==> src/rtl/spi_pkg.sv <==
// Shared definitions for the SPI converter drivers: FSM state encoding and a
// constant-evaluable ceil(log2) used to size counters.
package spi_pkg;

  typedef enum logic [1:0] {
    IDLE  = 2'd0,
    SHIFT = 2'd1,
    GAP   = 2'd2
  } state_e;

  function automatic int CLOG2(input int value);
    int r;
    r = 0;
    while ((1 << r) < value) r = r + 1;
    return r;
  endfunction

endpackage

==> src/rtl/spi_clk_tick.sv <==
// Enable-gated divider: o_tick pulses once every CLK_DIV enabled cycles, counter
// parks at zero while disabled so the first tick always lands CLK_DIV cycles in.
module spi_clk_tick
  import spi_pkg::*;
#(
  parameter int CLK_DIV = 11
) (
  input  logic i_clk,
  input  logic i_rst,
  input  logic i_en,
  output logic o_tick
);

  localparam int CW = CLOG2(CLK_DIV) + 1;
  localparam logic [CW-1:0] LAST = CW'(CLK_DIV - 1);

  logic [CW-1:0] div_ctr_q, div_ctr_d;

  assign o_tick = i_en && (div_ctr_q == LAST);

  always_comb begin
    div_ctr_d = div_ctr_q;
    if (!i_en || o_tick) begin
      div_ctr_d = '0;
    end else begin
      div_ctr_d = div_ctr_q + 1'b1;
    end
  end

  always_ff @(posedge i_clk) begin
    if (i_rst) begin
      div_ctr_q <= '0;
    end else begin
      div_ctr_q <= div_ctr_d;
    end
  end

endmodule

==> src/rtl/spi_dac_driver.sv <==
// SPI transmitter for single-channel serial DACs: one word per valid/ready
// handshake (or held-word refresh), MSB first, SCLK idles high, nSYNC gap after.
module spi_dac_driver
  import spi_pkg::*;
#(
  parameter int                    WORD_WIDTH = 24,
  parameter int                    CLK_DIV    = 11,
  parameter int                    SYNC_GAP   = 5,
  parameter logic [WORD_WIDTH-1:0] INIT_WORD  = WORD_WIDTH'(24'h007F22)
) (
  input  logic                  i_clk,
  input  logic                  i_rst,
  input  logic [WORD_WIDTH-1:0] i_data,
  input  logic                  i_valid,
  output logic                  o_ready,
  input  logic                  i_refresh,
  output logic                  o_busy,
  output logic                  o_done,
  output logic                  o_spi_sclk,
  output logic                  o_spi_mosi,
  output logic                  o_spi_sync_n
);

  localparam int BW = CLOG2(WORD_WIDTH) + 1;
  localparam int GW = CLOG2(2 * SYNC_GAP) + 1;

  state_e                state_q, state_d;
  logic [WORD_WIDTH-1:0] held_q, held_d;
  logic [WORD_WIDTH-1:0] shreg_q, shreg_d;
  logic [BW-1:0]         bit_ctr_q, bit_ctr_d;
  logic [GW-1:0]         gap_ctr_q, gap_ctr_d;
  logic                  sclk_q, sclk_d;
  logic                  done_q, done_d;
  logic                  tick;

  spi_clk_tick #(
    .CLK_DIV(CLK_DIV)
  ) u_tick (
    .i_clk (i_clk),
    .i_rst (i_rst),
    .i_en  (state_q != IDLE),
    .o_tick(tick)
  );

  assign o_ready      = (state_q == IDLE) && !i_rst;
  assign o_busy       = (state_q != IDLE);
  assign o_done       = done_q;
  assign o_spi_sclk   = sclk_q;
  assign o_spi_sync_n = (state_q != SHIFT);
  assign o_spi_mosi   = (state_q == SHIFT) && shreg_q[WORD_WIDTH-1];

  always_comb begin
    state_d   = state_q;
    held_d    = held_q;
    shreg_d   = shreg_q;
    bit_ctr_d = bit_ctr_q;
    gap_ctr_d = gap_ctr_q;
    sclk_d    = sclk_q;
    done_d    = 1'b0;
    case (state_q)
      IDLE: begin
        sclk_d    = 1'b1;
        bit_ctr_d = '0;
        gap_ctr_d = '0;
        if (i_valid) begin
          held_d  = i_data;
          shreg_d = i_data;
          state_d = SHIFT;
        end else if (i_refresh) begin
          shreg_d = held_q;
          state_d = SHIFT;
        end
      end
      SHIFT: begin
        if (tick) begin
          sclk_d = ~sclk_q;
          // Only the rising edge advances the bit; the falling edge is the DAC's sample point.
          if (!sclk_q) begin
            bit_ctr_d = bit_ctr_q + 1'b1;
            if (bit_ctr_q == BW'(WORD_WIDTH - 1)) begin
              state_d   = GAP;
              gap_ctr_d = '0;
            end else begin
              shreg_d = {shreg_q[WORD_WIDTH-2:0], 1'b0};
            end
          end
        end
      end
      GAP: begin
        if (tick) begin
          if (gap_ctr_q == GW'(2 * SYNC_GAP - 1)) begin
            state_d   = IDLE;
            done_d    = 1'b1;
            gap_ctr_d = '0;
          end else begin
            gap_ctr_d = gap_ctr_q + 1'b1;
          end
        end
      end
      default: state_d = IDLE;
    endcase
  end

  always_ff @(posedge i_clk) begin
    if (i_rst) begin
      state_q   <= IDLE;
      held_q    <= INIT_WORD;
      shreg_q   <= '0;
      bit_ctr_q <= '0;
      gap_ctr_q <= '0;
      sclk_q    <= 1'b1;
      done_q    <= 1'b0;
    end else begin
      state_q   <= state_d;
      held_q    <= held_d;
      shreg_q   <= shreg_d;
      bit_ctr_q <= bit_ctr_d;
      gap_ctr_q <= gap_ctr_d;
      sclk_q    <= sclk_d;
      done_q    <= done_d;
    end
  end

endmodule
==> config.mk <==
export PLATFORM = sky130hd
export DESIGN_NAME = spi_dac_driver
export DESIGN_NICKNAME = d
export VERILOG_FILES = /design/src/rtl/spi_pkg.sv /design/src/rtl/spi_clk_tick.sv /design/src/rtl/spi_dac_driver.sv
export SDC_FILE = /design/constraint.sdc
export NUM_CORES = 1
export LEC_CHECK = 0
export CORE_ASPECT_RATIO = 0.9
export CORE_UTILIZATION = 40
export CTS_BUF_LIST = sky130_fd_sc_hd__clkbuf_8
export DETAILED_ROUTE_END_ITERATION = 7
export SLEW_MARGIN = 40
export SYNTH_ARGS = -nofsm -noshare
export SYNTH_HDL_FRONTEND = slang
export SYNTH_SLANG_ARGS = --single-unit
==> constraint.sdc <==
create_clock -name i_clk -period 3.8 [get_ports i_clk]
set_clock_uncertainty 0.15 [all_clocks]
set_input_delay 0.76 -clock i_clk [delete_from_list [all_inputs] [get_ports i_clk]]
set_output_delay 0.76 -clock i_clk [all_outputs]
set_load 0.02 [all_outputs]
==> impl_metrics.env, run 1 <==
export IMPL_min_period_ns=2.816
export IMPL_synth_seq_cells=68
export IMPL_syn_nets=418
export IMPL_p_sw_uw=407.3
export IMPL_viasPerCell=5.153
export IMPL_crit_arrival_ns=1.91
export IMPL_layout_commonest_cell="dfxtp_1"
export IMPL_hold_path_class="reg -> reg"
export IMPL_max_freq_mhz=355.1
export IMPL_drtPass1Iterations=4
export IMPL_critPathMaxFanout=8
export IMPL_area_growth_pct=17.37
export IMPL_antenna_found_initial=0
export IMPL_startpoint_type="register"
export IMPL_drive_gt1_share_pct=7.282
export IMPL_fillCellCount=769
export IMPL_holdBufCountCts=0
export IMPL_place_detailed_hpwl_um=4296
export IMPL_ys_warn_count=0
export IMPL_insertion_delay_ns=0.34
export IMPL_synth_flop_cell="dfxtp_1"
export IMPL_place_ws_ns=0.7983
export IMPL_root_buffer="clkbuf_8"
export IMPL_die_area_sq_um=8802
export IMPL_wl_per_cell_um=13.03
export IMPL_cp_required_ns=2.89
export IMPL_path_class="reg -> out"
export IMPL_power_internal_mw=1.288
export IMPL_slew_viol_final=0
export IMPL_synth_top_area_share_pct=40.37
export IMPL_ir_drop_uv=180.9
export IMPL_postCtsSetupBuffers=0
export IMPL_grt_start_max_net_pins=87
export IMPL_port_buffers=33
export IMPL_cts_buffers=9
export IMPL_grt_pass1_vias=2474
export IMPL_syn_avg_cell_area_sq_um=8.758
export IMPL_drt_iter0_markers=113
export IMPL_setup_slack_ns=0.9836
export IMPL_status="complete, no violations"
export IMPL_relSlewSlack_pct=48.64
export IMPL_overflow=0
export IMPL_clock_sinks=68
export IMPL_h_tree_depth=3
export IMPL_seqPwrFrac_pct=46.0
export IMPL_vias=2633
export IMPL_clockBufferDepth=2
export IMPL_nets=440
export IMPL_rsz0062_at_grt="no"
export IMPL_async_flop_share_pct=0
export IMPL_power_frac_comb_pct=13.2
export IMPL_power_density_nw_per_um2=428.4
export IMPL_die_w_um=98.78
export IMPL_final_cell_mix="68 x dfxtp_1, 54 x nand2_1, 48 x mux2i_1, 38 x nor2_1, 32 x clkdlybuf4s50_1"
export IMPL_yosysSeqAreaShare_pct=40.37
export IMPL_swShare_pct=24.03
export IMPL_synth_top_area_cell="dfxtp_1"
export IMPL_hold_violations=0
export IMPL_core_area_sq_um=8107
export IMPL_diodes=0
export IMPL_die_h_um=89.11
export IMPL_yosys_top_cells_area="dfxtp_1 40%, mux2i_1 14%, nand2_1 6.1%"
export IMPL_pwr_share_clk_pct=40.8
export IMPL_cts_clk_slew_worst_paths_ns=0.07
export IMPL_worst_setup_path_end_kind="output pin"
export IMPL_drtAntennaViolNets=0
export IMPL_place_gp_congestion=0.7553
export IMPL_yosys_cell_types_count=41
export IMPL_syn_area_sq_um=3372
export IMPL_io_pins=34
export IMPL_track_usage_pct=16.30
export IMPL_syn_inst=385
export IMPL_post_cts_resized=0
export IMPL_synth_edff_count=0
export IMPL_cts_tree="built"
export IMPL_initial_core_util_pct=41.60
export IMPL_fin_setup_tns_ns=0
export IMPL_grt_pass1_wl_um=11280
export IMPL_leakagePower_nw=1.598
export IMPL_num_rows=31
export IMPL_cap_violations=0
export IMPL_finalCritPeriodShare_pct=74.11
export IMPL_drc_errors=0
export IMPL_setup_viol_count_final=0
export IMPL_worst_pin_slew_ns=0.7704
export IMPL_wirelength_um=6658
## Yosys cell counts (3+ instances only)
library cell,count
o21ai_0,7
buf_2,9
nor3_1,5
nand3b_1,9
a211o_1,23
buf_6,3
nand3_1,9
nor2_1,38
nand2_1,55
dfxtp_1,68
ha_1,5
inv_1,4
a21oi_1,23
nand2b_1,29
mux2i_1,48
or3_1,7
clkbuf_1,14
a21o_1,3
## state kept, by name (all words and copies together) (netlist names)
register / count
bit_ctr_q: 6
gap_ctr_q: 5
held_q: 24
o_done: 1
o_spi_sclk: 1
shreg_q: 24
state_q: 2
u_tick.div_ctr_q: 5
## cells by family (layout without fill, tap and decap cells)
group,count (synthesis),count (layout),share of synthesized area (%)
buffers and inverters,32,59,4.675
AND/OR/NAND/NOR,163,163,24.23
flip-flops,68,68,40.37
multiplexers,50,50,14.92
AO/OA/AOI/OAI,64,64,13.17
XOR/XNOR,3,3,0.7794
adder cells (fa/ha/maj),5,5,1.855
## metrics by stage
stage / instances / power, mW / instance area, sq um / hold slack, ns / utilization [%]
floorplan: 385 / 0.9573 / 3372 / 0.2797 / -
global placement: 495 / 1.018 / 3720 / 0.2908 / 45.89
detailed placement: 495 / 1.023 / 3722 / 0.2956 / 45.92
CTS: 511 / 1.718 / 3958 / 0.3057 / 48.82
global route: 511 / 1.775 / 3958 / 0.3205 / 48.82
finish: 511 / 1.695 / 3958 / 0.3045 / 48.82
## worst max-delay path: stages, from the launching register on
cell             delay (ns)
dfxtp_1                0.51
nor2b_4                0.29
and2_1                 0.17
clkdlybuf4s50_1        0.60
## power groups by stage
stage,clock [mW],sequential (mW),combinational (mW)
2_1_floorplan,0,0.790,0.167
3_3_place_gp,0,0.795,0.223
3_5_place_dp,0,0.796,0.226
4_1_cts,0.711,0.780,0.227
5_1_grt,0.740,0.785,0.250
6_report,0.691,0.780,0.224
## worst paths after layout
path	start	to	slack [ns]	cells past startpoint
setup / recovery	state_q[0]	o_spi_mosi	0.98	3
hold / removal	held_q[0]	held_q[0]	0.30	2
setup reg to reg	state_q[1]	shreg_q[0]	1.40	6
hold reg to reg	held_q[0]	held_q[0]	0.30	2
## final cells by class
class	instances	area, sq um	share of cell area [%]
Clock buffer	12	165.2	4.173
Clock inverter	4	70.07	1.770
Inverter	5	18.77	0.4742
Multi-Input combinational cell	285	1856	46.89
Sequential cell	68	1361	34.40
Tap cell	99	123.9	3.130
Timing Repair Buffer	38	362.8	9.169
## metal layers
layer  global-route usage (%)  wire length (um)  part of all wire, %  vias to the layer above
li1                         -                 -                    -                     1367
met1                    21.24              3470                   52                     1227
met2                    26.51              2922                   44                       30
met3                    3.284               170                  2.6                        9
met4                    7.191                95                  1.4                        0
met5                        0                 0                    0                        -
(Power assumes the default switching activity.)
==> run 2: changes to the inputs <==
==> constraint.sdc (replaced) <==
create_clock -name i_clk -period 2.5 [get_ports i_clk]
set_clock_uncertainty 0.15 [all_clocks]
set_input_delay 0.5 -clock i_clk [delete_from_list [all_inputs] [get_ports i_clk]]
set_output_delay 0.5 -clock i_clk [all_outputs]
set_load 0.02 [all_outputs]
==> impl_metrics.env, run 2 (synthesized netlist as in run 1, its figures left out) <==
export IMPL_insertion_delay_ns=0.34
export IMPL_slowest_stage="clkdlybuf4s50_1"
export IMPL_drt_met1_wl_um=3425
export IMPL_reg_top3="held_q: 24 flops, shreg_q: 24 flops, bit_ctr_q: 6 flops"
export IMPL_place_area_sq_um=3772
export IMPL_cap_violations=0
export IMPL_h_tree_depth=3
export IMPL_slowest_delay_ns=0.61
export IMPL_top_layer="met4"
export IMPL_multi_input_area_sq_um=1853
export IMPL_drtAntennaViolNets=0
export IMPL_grt_pass1_vias=2534
export IMPL_die_w_um=98.78
export IMPL_ff_latch_area_sq_um=1363
export IMPL_drtPass1Iterations=4
export IMPL_ir_drop_uv=284.6
export IMPL_place_inst=502
export IMPL_diodes=0
export IMPL_path_class="reg -> out"
export IMPL_worst_pin_slew_ns=0.4607
export IMPL_core_area_sq_um=8107
export IMPL_fin_area_sq_um=3979
export IMPL_grt_start_max_net_pins=47
export IMPL_viasPerCell=5.263
export IMPL_wl_per_cell_um=13.43
export IMPL_root_buffer="clkbuf_8"
export IMPL_power_frac_comb_pct=14.5
export IMPL_seqPwrFrac_pct=48.8
export IMPL_stdcell_count=518
export IMPL_hold_violations=0
export IMPL_clock_sinks=68
export IMPL_min_period_ns=2.431
export IMPL_power_internal_mw=1.827
export IMPL_status="complete, no violations"
export IMPL_place_gp_congestion=0.7216
export IMPL_rsz0062_at_grt="no"
export IMPL_drive_gt1_share_pct=8.592
export IMPL_nets=449
export IMPL_slew_viol_final=0
export IMPL_critPathMaxFanout=8
export IMPL_wirelength_um=6959
export IMPL_port_buffers=33
export IMPL_max_freq_mhz=411.4
export IMPL_p_sw_uw=610.6
export IMPL_setup_viol_count_final=0
export IMPL_cts_buffers=9
export IMPL_cp_required_ns=1.85
export IMPL_io_pins=34
export IMPL_worstPathCellList="nor2_4 -> inv_1 -> nor2_1 -> clkdlybuf4s50_1"
export IMPL_vias=2726
export IMPL_finalCritPeriodShare_pct=97.23
export IMPL_grt_pass1_wl_um=11800
export IMPL_area_growth_pct=18.00
export IMPL_met2_wirelength_um=3198
export IMPL_track_usage_pct=17.16
export IMPL_hold_path_class="in -> reg"
export IMPL_clockBufferDepth=2
export IMPL_leakagePower_nw=1.621
export IMPL_antenna_found_initial=0
export IMPL_layout_commonest_cell="dfxtp_1"
export IMPL_total_power_mw=2.437
export IMPL_worst_setup_path_end_kind="output pin"
export IMPL_wl_met3_um=243
export IMPL_place_detailed_hpwl_um=4698
export IMPL_num_rows=31
export IMPL_holdBufCountCts=0
export IMPL_power_density_nw_per_um2=612.5
export IMPL_die_area_sq_um=8802
export IMPL_pwr_share_clk_pct=36.7
export IMPL_fillCellCount=787
export IMPL_initial_core_util_pct=41.60
export IMPL_fin_setup_tns_ns=0
export IMPL_relSlewSlack_pct=68.87
export IMPL_drt_iter0_markers=121
export IMPL_cts_tree="built"
export IMPL_final_cell_mix="67 x dfxtp_1, 55 x nand2_1, 48 x mux2i_1, 38 x nor2_1, 32 x clkdlybuf4s50_1"
export IMPL_startpoint_type="register"
export IMPL_overflow=0
export IMPL_die_h_um=89.11
export IMPL_swShare_pct=25.05
export IMPL_cts_clk_slew_worst_paths_ns=0.07
export IMPL_crit_arrival_ns=1.78
export IMPL_drc_errors=0
[run 2: repair_timing]
action,CTS,global route
setup buffers,0,2
gates resized for setup,1,0
setup endpoints to repair,2,1
pin swaps,1,1
[run 2: metrics by stage]
step | setup slack, ns | hold slack [ns] | utilization [%]
2_1_floorplan | 0.6422 | 0.2797 | -
3_3_place_gp | 0.3180 | 0.2911 | 46.54
3_5_place_dp | 0.3242 | 0.2978 | 46.54
4_1_cts | 0.006053 | 0.2630 | 48.90
5_1_grt | 0.008294 | 0.2839 | 49.08
6_report | 0.06924 | 0.2823 | 49.08
[run 2: path summary, 6_finish.rpt]
check / from / endpoint / slack (ns) / depth (start not counted)
max: state_q[1] / o_ready / 0.07 / 4
min: i_rst / gap_ctr_q[2] / 0.28 / 2
max reg2reg: u_tick.div_ctr_q[0] / shreg_q[10] / 0.45 / 7
min reg2reg: held_q[0] / held_q[0] / 0.31 / 2
[run 2: metal layers]
metal  track usage [%]  up-vias
met5                 0        -
met4             6.106        0
met3             5.317        7
met2             28.86       34
met1             21.01     1298
li1                  -     1387
[run 2: critical path: cells and delay by family (launching register included)]
kind / cells / cell delay (ns)
buf+inv: 2 / 0.70
flops: 1 / 0.42
simple gates: 2 / 0.31
[run 2: power by group through the flow]
stage               logic (mW)  clock network, mW  registers (mW)
floorplan                0.254                  0            1.20
global placement         0.347                  0            1.21
detailed placement       0.353                  0            1.21
CTS                      0.355              0.927            1.19
global route             0.390              0.968            1.20
finish                   0.353              0.896            1.19
[run 2: cell type report]
type                    count  area share (%)
inverters                   5          0.4717
repair buffers             47           10.82
multi-input cells         285           46.57
clock inverters             3          0.9748
flip-flops and latches     68           34.25
clock buffers              11           3.805
well taps                  99           3.113
==> run 3: changes to the inputs <==
--- a/config.mk
+++ b/config.mk
@@ -5,10 +5,12 @@
 export SDC_FILE = /design/constraint.sdc
 export NUM_CORES = 1
 export LEC_CHECK = 0
+export ABC_AREA = 1
 export CORE_ASPECT_RATIO = 0.9
 export CORE_UTILIZATION = 40
 export CTS_BUF_LIST = sky130_fd_sc_hd__clkbuf_8
 export DETAILED_ROUTE_END_ITERATION = 7
+export HOLD_SLACK_MARGIN = 0.06
 export SLEW_MARGIN = 40
 export SYNTH_ARGS = -nofsm -noshare
 export SYNTH_HDL_FRONTEND = slang
==> impl_metrics.env, run 3 <==
export IMPL_io_pins=34
export IMPL_worstRegToRegCells=7
export IMPL_ir_drop_uv=382.4
export IMPL_holdBufCountCts=0
export IMPL_critPathMaxFanout=2
export IMPL_cts_tree="built"
export IMPL_grt_pass1_vias=3254
export IMPL_synth_seq_cells=68
export IMPL_num_rows=32
export IMPL_synthTopCellsByCount="143 x nand2_1, 88 x nor2_1, 71 x inv_1"
export IMPL_drc_errors=0
export IMPL_startpoint_type="input pin"
export IMPL_hold_path_class="reg -> reg"
export IMPL_worstReg2RegStart="state_q[0]"
export IMPL_grt_start_max_net_pins=31
export IMPL_area_growth_pct=18.91
export IMPL_synth_top_area_cell="dfxtp_1"
export IMPL_layout_commonest_cell="nand2_1"
export IMPL_postCtsSetupBuffers=0
export IMPL_worst_setup_path_end_kind="output pin"
export IMPL_wirelength_um=8389
export IMPL_yosys_top_cells_area="dfxtp_1 38%, nand2_1 15%, nor2_1 9.3%"
export IMPL_syn_inst=550
export IMPL_cts_buffers=9
export IMPL_ys_warn_count=0
export IMPL_syn_area_sq_um=3547
export IMPL_max_freq_mhz=416.4
export IMPL_root_buffer="clkbuf_8"
export IMPL_power_density_nw_per_um2=1028
export IMPL_die_area_sq_um=9249
export IMPL_whs_path_depth=1
export IMPL_final_cell_mix="143 x nand2_1, 88 x nor2_1, 73 x inv_1, 67 x dfxtp_1, 61 x nand3_1"
export IMPL_setup_slack_ns=0.09859
export IMPL_cp_required_ns=1.85
export IMPL_place_ws_ns=0.09619
export IMPL_hold_violations=0
export IMPL_antenna_found_initial=0
export IMPL_fin_setup_tns_ns=0
export IMPL_reg_top3="held_q: 24 flops, shreg_q: 24 flops, bit_ctr_q: 6 flops"
export IMPL_r2r_slack_ns=0.53
export IMPL_die_h_um=91.34
export IMPL_grt_pass1_wl_um=14890
export IMPL_cts_clk_slew_worst_paths_ns=0.07
export IMPL_yosys_cell_types_count=29
export IMPL_nets=617
export IMPL_hold_end="u_tick.div_ctr_q[0]"
export IMPL_path_class="in -> out"
export IMPL_vias=3362
export IMPL_utilization_pct=49.23
export IMPL_synth_flop_cell="dfxtp_1"
export IMPL_drt_iter0_markers=154
export IMPL_rsz0062_at_grt="no"
export IMPL_slew_viol_final=0
export IMPL_die_w_um=101.3
export IMPL_drtAntennaViolNets=0
export IMPL_relSlewSlack_pct=48.78
export IMPL_synth_top_area_share_pct=38.38
export IMPL_rr_endpoint="held_q[12]"
export IMPL_min_from="u_tick.div_ctr_q[0]"
export IMPL_clock_sinks=68
export IMPL_yosysMostFrequentCell="nand2_1"
export IMPL_cap_violations=0
export IMPL_core_area_sq_um=8568
export IMPL_synth_edff_count=0
export IMPL_place_gp_congestion=0.8675
export IMPL_status="complete, no violations"
export IMPL_worst_pin_slew_ns=0.7674
export IMPL_leakagePower_nw=2.037
export IMPL_clockBufferDepth=2
export IMPL_setup_viol_count_final=0
export IMPL_min_period_ns=2.401
export IMPL_port_buffers=33
export IMPL_insertion_delay_ns=0.34
export IMPL_fin_hold_ws_ns=0.3208
export IMPL_syn_nets=583
export IMPL_overflow=0
export IMPL_place_detailed_hpwl_um=5681
export IMPL_async_flop_share_pct=0
export IMPL_syn_avg_cell_area_sq_um=6.449
export IMPL_h_tree_depth=3
export IMPL_viasPerCell=4.749
export IMPL_drive_gt1_share_pct=8.149
export IMPL_total_power_mw=4.334
export IMPL_wl_per_cell_um=11.85
export IMPL_initial_core_util_pct=41.40
export IMPL_diodes=0
export IMPL_crit_arrival_ns=1.75
export IMPL_track_usage_pct=20.20
export IMPL_yosysSeqAreaShare_pct=38.38
export IMPL_finalCritPeriodShare_pct=96.06
export IMPL_drtPass1Iterations=4
[run 3: cell types whose count changed after synthesis, sizes merged, moves of 7 or more]
cell    delta
nand2     +91
inv       +69
nand3     +53
nor2      +52
mux2i     -48
o21ai     +34
nand2b    -29
a211o     -23
a21oi     -14
o211ai    +10
nand3b     -9
or3        -7
[run 3: critical path, stage by stage]
cell,delay [ns]
clkdlybuf4s50_1,0.47
nor2_1,0.16
clkdlybuf4s50_1,0.62
[run 3: per-layer routing]
metal	track usage [%]	vias up	wire [um]	share of wire, %
li1	-	1788	-	-
met1	27.26	1490	4148	49
met2	32.31	77	3665	44
met3	5.389	7	497	5.9
met4	3.865	0	77	0.92
met5	0	-	0	0
[run 3: power by group]
| group | switching, mW | leakage [nW] | total, mW | internal [mW] |
|---|---|---|---|---|
| clock | 0.429 | 0.104 | 0.938 | 0.509 |
| sequential | 0.156 | 0.561 | 1.54 | 1.38 |
| combinational | 1.18 | 1.37 | 1.86 | 0.680 |
| total | 1.76 | 2.04 | 4.33 | 2.57 |
[run 3: logic make-up after synthesis]
group	count (synthesis)	synth area share, %
AO/OA/AOI/OAI	67	10.69
XOR/XNOR	1	0.2470
adder cells (fa/ha/maj)	5	1.764
buffers and inverters	102	12.28
flip-flops	68	38.38
AND/OR/NAND/NOR	307	36.65
[run 3: worst max path at each step]
stage / start / end / slack [ns] / depth (start not counted)
2_1_floorplan: state_q[1] / o_ready / 0.56 / 5
3_3_place_gp: i_rst / o_ready / 0.09 / 3
3_5_place_dp: i_rst / o_ready / 0.1 / 3
4_1_cts: i_rst / o_ready / 0.09 / 3
5_1_grt: state_q[0] / o_spi_mosi / 0.04 / 3
6_report: i_rst / o_ready / 0.1 / 3
[run 3: area by class of cell]
class / count / area [sq um]
fillers: 890 / 4350
multi-input cells: 380 / 1750
clock inverters: 5 / 52.55
well taps: 119 / 148.9
flip-flops and latches: 68 / 1363
clock buffers: 11 / 151.4
inverters: 75 / 281.5
repair buffers: 50 / 470.5
[run 3: repair_timing]
action	4_1_cts	5_1_grt
endpoints found under the setup margin	1	0
hold endpoints to repair	0	0
resized for setup	1	0
[run 3: stage by stage]
| stage | instance area, sq um | std cells |
|---|---|---|
| floorplan | 3547 | 550 |
| global placement | 4013 | 692 |
| detailed placement | 4013 | 692 |
| CTS | 4218 | 708 |
| global route | 4218 | 708 |
| finish | 4218 | 708 |
